**src/rtl/rvfi_gen_pkg.sv**
```systemverilog
// Shared constants, the per-channel retirement record and the LFSR step
// function used by the synthetic RVFI PC trace generator.
package rvfi_gen_pkg;

    localparam logic [31:0] LFSR_TAPS    = 32'h8020_0003;
    localparam logic [31:0] DEFAULT_SEED = 32'hACE1_0001;
    localparam int unsigned PC_STEP      = 4;

    // PC fields are sized for the widest supported XLEN; narrower builds use the low bits.
    typedef struct packed {
        logic        valid;
        logic [63:0] order;
        logic [63:0] pc_rdata;
        logic [63:0] pc_wdata;
    } rvfi_rec_t;

    function automatic logic [31:0] lfsr_next(input logic [31:0] state);
        return state[0] ? ((state >> 1) ^ LFSR_TAPS) : (state >> 1);
    endfunction

endpackage

```
**src/rtl/rvfi_gen_lfsr.sv**
```systemverilog
// 32-bit Galois LFSR that advances on request; an all-zero seed is replaced
// by 1 so the register can never lock up.
module rvfi_gen_lfsr
    import rvfi_gen_pkg::*;
#(
    parameter logic [31:0] SEED = DEFAULT_SEED
) (
    input  logic        clock,
    input  logic        reset,
    input  logic        advance,
    output logic [31:0] state
);

    localparam logic [31:0] SEED_SAFE = (SEED == 32'h0) ? 32'h1 : SEED;

    always_ff @(posedge clock) begin
        // NOTE: sequential state is written with non-blocking assignments only.
        if (reset) begin
            state <= SEED_SAFE;
        end else if (advance) begin
            state <= lfsr_next(state);
        end
    end

endmodule

```
**src/rtl/rvfi_pc_trace_gen.sv**
```systemverilog
// Synthetic RVFI retirement stream with stalls, multi-retire, jumps and a
// single armed pc_rdata corruption for exercising PC-continuity checkers.
module rvfi_pc_trace_gen
    import rvfi_gen_pkg::*;
#(
    parameter int               XLEN       = 32,
    parameter int               NRET       = 2,
    parameter logic [XLEN-1:0]  RESET_PC   = 'h1000,
    parameter logic [31:0]      SEED       = DEFAULT_SEED,
    parameter logic [XLEN-1:0]  FAULT_MASK = 'h4
) (
    input  logic                 clock,
    input  logic                 reset,
    input  logic                 enable,
    input  logic                 stall_en,
    input  logic                 jump_en,
    input  logic                 fault_arm,
    input  logic [63:0]          fault_order,
    output logic [NRET-1:0]      rvfi_valid,
    output logic [64*NRET-1:0]   rvfi_order,
    output logic [XLEN*NRET-1:0] rvfi_pc_rdata,
    output logic [XLEN*NRET-1:0] rvfi_pc_wdata,
    output logic [63:0]          retired_count,
    output logic                 fault_fired
);

    logic [31:0]     lfsr;
    logic [XLEN-1:0] lfsr_x;
    logic [63:0]     next_order;
    logic [XLEN-1:0] next_pc;
    logic            fault_armed;
    logic [63:0]     fault_order_q;

    logic [2:0]      k;
    logic [XLEN-1:0] pc_run;
    logic [XLEN-1:0] pc_nxt;
    logic            fire;
    rvfi_rec_t       rec [NRET];

    rvfi_gen_lfsr #(.SEED(SEED)) u_lfsr (
        .clock   (clock),
        .reset   (reset),
        .advance (enable),
        .state   (lfsr)
    );

    assign lfsr_x = {(XLEN/32){lfsr}};
    assign k = (stall_en && lfsr[1:0] == 2'b00) ? 3'd0
                                                : 3'(32'(lfsr[4:2]) % NRET + 1);

    // Expand this cycle's k retirements onto the low channels, chaining the PC.
    always_comb begin
        // NOTE: every combinational output gets a default first so no latch is inferred.
        pc_run = next_pc;
        pc_nxt = '0;
        fire   = 1'b0;
        for (int i = 0; i < NRET; i++) begin
            rec[i] = '0;
            if (3'(i) < k) begin
                pc_nxt = (jump_en && lfsr[8+i]) ? {pc_run[XLEN-1:2] ^ lfsr_x[XLEN-1:2], 2'b00}
                                                : pc_run + XLEN'(PC_STEP);
                rec[i].valid    = 1'b1;
                rec[i].order    = next_order + 64'(i);
                rec[i].pc_rdata = 64'(pc_run);
                rec[i].pc_wdata = 64'(pc_nxt);
                // Only the reported pc_rdata is corrupted; the chain keeps the true PC.
                if (fault_armed && rec[i].order == fault_order_q) begin
                    rec[i].pc_rdata = 64'(pc_run ^ FAULT_MASK);
                    fire            = 1'b1;
                end
                pc_run = pc_nxt;
            end
        end
    end

    always_ff @(posedge clock) begin
        if (reset) begin
            next_order    <= '0;
            next_pc       <= RESET_PC;
            fault_armed   <= 1'b0;
            fault_order_q <= '0;
            rvfi_valid    <= '0;
            rvfi_order    <= '0;
            rvfi_pc_rdata <= '0;
            rvfi_pc_wdata <= '0;
            retired_count <= '0;
            fault_fired   <= 1'b0;
        end else begin
            // A new arm takes effect from the next cycle and overrides a same-cycle fire.
            if (fault_arm) begin
                fault_armed   <= 1'b1;
                fault_order_q <= fault_order;
            end else if (enable && fire) begin
                fault_armed <= 1'b0;
            end

            if (enable) begin
                next_order    <= next_order + 64'(k);
                next_pc       <= pc_run;
                retired_count <= retired_count + 64'(k);
                fault_fired   <= fire;
                for (int i = 0; i < NRET; i++) begin
                    rvfi_valid[i]                  <= rec[i].valid;
                    rvfi_order[64*i +: 64]         <= rec[i].order;
                    rvfi_pc_rdata[XLEN*i +: XLEN]  <= rec[i].pc_rdata[XLEN-1:0];
                    rvfi_pc_wdata[XLEN*i +: XLEN]  <= rec[i].pc_wdata[XLEN-1:0];
                end
            end else begin
                rvfi_valid  <= '0;
                fault_fired <= 1'b0;
            end
        end
    end

endmodule
```
**config.mk**
```make
export PLATFORM = sky130hd
export DESIGN_NAME = rvfi_pc_trace_gen
export DESIGN_NICKNAME = d
export VERILOG_FILES = /design/src/rtl/rvfi_gen_pkg.sv /design/src/rtl/rvfi_gen_lfsr.sv /design/src/rtl/rvfi_pc_trace_gen.sv
export SDC_FILE = /design/constraint.sdc
export NUM_CORES = 1
export LEC_CHECK = 0
export ABC_AREA = 1
export CELL_PAD_IN_SITES_DETAIL_PLACEMENT = 1
export CELL_PAD_IN_SITES_GLOBAL_PLACEMENT = 1
export CORE_ASPECT_RATIO = 0.8
export CORE_UTILIZATION = 43
export CTS_BUF_LIST = sky130_fd_sc_hd__clkbuf_8
export CTS_CLUSTER_SIZE = 30
export DETAILED_ROUTE_END_ITERATION = 6
export PLACE_DENSITY_LB_ADDON = 0.1
export SETUP_SLACK_MARGIN = 0.15
export SYNTH_ARGS = -nofsm -noshare
export SYNTH_HDL_FRONTEND = slang
export SYNTH_HIERARCHICAL = 1
export SYNTH_SLANG_ARGS = --single-unit
```
**constraint.sdc**
```tcl
create_clock -name clock -period 6 [get_ports clock]
set_input_delay 1.2 -clock clock [delete_from_list [all_inputs] [get_ports clock]]
set_output_delay 1.2 -clock clock [all_outputs]
set_load 0.005 [all_outputs]
```
==> metrics.yaml <==
fillers: 7601
numCtsBuffers: 84
globalplace.congestion: 1.031
rows: 79
worst-path-buf-inv: 5
sw_frac_of_total_pct: 28.21
antenna_found_initial: 3
timing_hold_violations_final: 0
synth-edff-count: 0
wl_met3_um: 13600
ys_seq_elements: 516
hp-class: "reg2reg"
clk_path_buf_depth: 3
cp_top_family: "simple AND/OR/NAND/NOR gates"
hold_buffers: 0
rsz0062_at_grt: "false"
clk_pin_slew_ps: 70
ios: 393
peakVddDrop_mv: 0.1720
period_share_pct: 75.18
synth_area_leaders: "dfxtp_1 (41%), nand2_1 (13%), o21ai_0 (8.9%)"
yosysSeqAreaShare_pct: 40.91
path_class: "in2reg"
critPathCaptureType: "flop"
die_height_um: 218.7
seqPwrFrac_pct: 47.6
synth.distinct_cells: 55
cts_tree: "done"
cts_root_buf: "clkbuf_8"
worstMarginPinSlew_ps: 1104
final_util_pct: 54.18
start_util_pct: 43.44
drc: 0
worstPathArrival_ps: 5080
critical_path_required_ps: 6570
syn-instance-count: 3718
cpMostUsedCell: "nor2_1"
grt_util_all_layers_pct: 38.20
numPortBuffers: 392
die_area_um2: 59700
min_period_ps: 4511
vias_per_cell: 5.774
final_layout_size_suffix_gt1_share_pct: 6.585
fp.dieW_um: 272.9
cts_sinks: 516
syn_to_final_growth_pct: 24.72
finalSetupTns_ps: 0
top_layer_used: "met4"
routed_wl_um: 116100
wl_met1_um: 52330
synth_top_area_share_pct: 40.91
cap_violations: 0
drt-pass1-iter-count: 6
slowest_delay_ps: 490
status: "finished clean"
fin_ws_ps: 1489
stdcell_count: 4915
ys.flop_type: "dfxtp_1"
clockPowerShare_pct: 43.0
p_leak_nw: 11.81
dp_slack_ps: 937.9
crit_path_start_kind: "input port"
slew_viol_final: 0
vias: 28380
max-slew-margin-rel_pct: 25.89
drt_iter0_markers: 3080
p_int_mw: 5.439
grt_max_degree: 129
place_inst: 4763
grt_pass1_wl_um: 172300
htreeDepth: 3
crit_slowest_cell: "clkdlybuf4s50_1"
syn_nets: 3797
overflow: 0
clk_latency_ps: 710
post-cts-setup-buffers: 0
core_area_um2: 58120
avgSynthCellArea_um2: 6.791
cts_resized: 0
antenna_cells: 0
antenna_left: 0
p_comb_share_pct: 9.4
crit_chain: "clkdlybuf4s50_1, nand2_2, inv_1, nor2_1, ha_1, inv_1, fa_1, nor2_1, inv_1, nor2_2, inv_2, nor2_1, nand2_1, nor2_1, nand4_1, nor3_1, nand4_1, o21ai_0, a21oi_1"
cellPowerDensity_nw_per_um2: 240.6
hpwl_um: 86970
cp_max_fo: 5
wl_met2_um: 47270
totalPowerFinal_mw: 7.576
max_freq_mhz: 221.7
setup_viol: 0
skew_ps: 27.38
yosys_warnings: 6
nets: 4159
grt_pass1_vias: 27510
syn-cell-area_um2: 25250
wire_per_inst_um: 23.62
switchingPower_mw: 2.137
yosys.area.top_type: "dfxtp_1"
synthArstFlopShare_pct: 0
final cells by class:
cell class | instances | area (µm²) | share of cell area, %
Clock buffer | 107 | 1473 | 4.676
Clock inverter | 45 | 254.0 | 0.8065
Inverter | 392 | 1474 | 4.680
Multi-Input combinational cell | 2666 | 12850 | 40.80
Sequential cell | 516 | 10330 | 32.80
Tap cell | 769 | 962.2 | 3.055
Timing Repair Buffer | 420 | 4151 | 13.18
per-stage QoR:
| stage | area (µm²) | hold WS (ps) |
|---|---|---|
| 2_1_floorplan | 25250 | 446.8 |
| 3_3_place_gp | 29760 | 438.1 |
| 3_5_place_dp | 29760 | 442.5 |
| 4_1_cts | 31490 | 457.5 |
| 5_1_grt | 31490 | 476.8 |
| 6_report | 31490 | 457.4 |
layout by cell type (no fill, tap or decap), types with 66 or more instances in the layout:
cell / Yosys / final
nand3_1: 220 / 220
o21ai_0: 451 / 451
nor3_1: 69 / 69
nand2_1: 887 / 887
a21oi_1: 182 / 182
clkbuf_8: 0 / 107
clkdlybuf4s50_1: 0 / 390
dfxtp_1: 516 / 516
inv_1: 373 / 399
nand4_1: 66 / 66
nor2_1: 437 / 434
routing by layer:
metal | track usage [%] | up-vias
met5 | 0 | -
met4 | 10.45 | 0
met3 | 11.54 | 196
met2 | 54.40 | 1387
met1 | 55.03 | 13880
li1 | - | 12920
flip-flops by register name (all words and copies together) (netlist names):
signal and cells:
rvfi_order 128, fault_order_q 64, next_order 64, retired_count 64, rvfi_pc_rdata 64, rvfi_pc_wdata 64
next_pc 32, u_lfsr/state 32, rvfi_valid 2, fault_armed 1, fault_fired 1
synth_stat cells (6+ instances only):
master,number
nand4_1,66
buf_2,23
a22oi_1,14
a221oi_1,6
o21a_1,10
dfxtp_1,516
nand2_1,887
nor2_1,437
nor3_1,69
nand3_1,220
inv_1,373
buf_4,8
ha_1,7
a32o_1,18
a21oi_1,182
nor2_4,15
clkbuf_1,102
o21ai_0,451
xor2_1,52
inv_2,15
o21ai_1,20
nand3b_1,10
a22o_1,9
nand2_2,21
or2_2,12
nor4_1,21
buf_1,6
o211ai_1,6
nor2_2,33
a31oi_1,6
xnor2_1,32
o22ai_1,19
tightest hold or removal path, delay by kind of cell (launching register included):
family | cells | cell delay [ps]
compound gates | 1 | 50
simple gates | 1 | 50
flops | 1 | 320
power by group through the flow:
stage	registers, mW	logic (mW)	clock network (mW)
after floorplan	3.64	0.381	0
after global placement	3.68	0.673	0
after detailed placement	3.68	0.684	0
after CTS	3.60	0.691	3.28
after global routing	3.61	0.762	3.44
final	3.61	0.712	3.25
kinds of logic after synthesis:
kind of cell | share of synthesized area [%]
buffers and inverters | 8.275
adders and majority gates | 0.5054
DFF | 40.91
and+or+nand+nor | 30.79
AOI/OAI and AO/OA | 16.52
xor gates and xnor gates | 3.003
path summary, 6_finish.rpt:
check,startpoint,end,slack [ps],depth (start not counted)
worst min-delay path,rvfi_pc_rdata[43]$_SDFFE_PP0P_,rvfi_pc_rdata[43]$_SDFFE_PP0P_,460,2
worst max-delay path,stall_en,next_order[62]$_SDFFE_PP0P_,1490,19
worst max register to register,next_order[0]$_SDFFE_PP0P_,fault_armed$_SDFFE_PP0P_,1960,18
worst min register to register,rvfi_pc_rdata[43]$_SDFFE_PP0P_,rvfi_pc_rdata[43]$_SDFFE_PP0P_,460,2
Note: power is estimated with default switching activity, not from simulation.
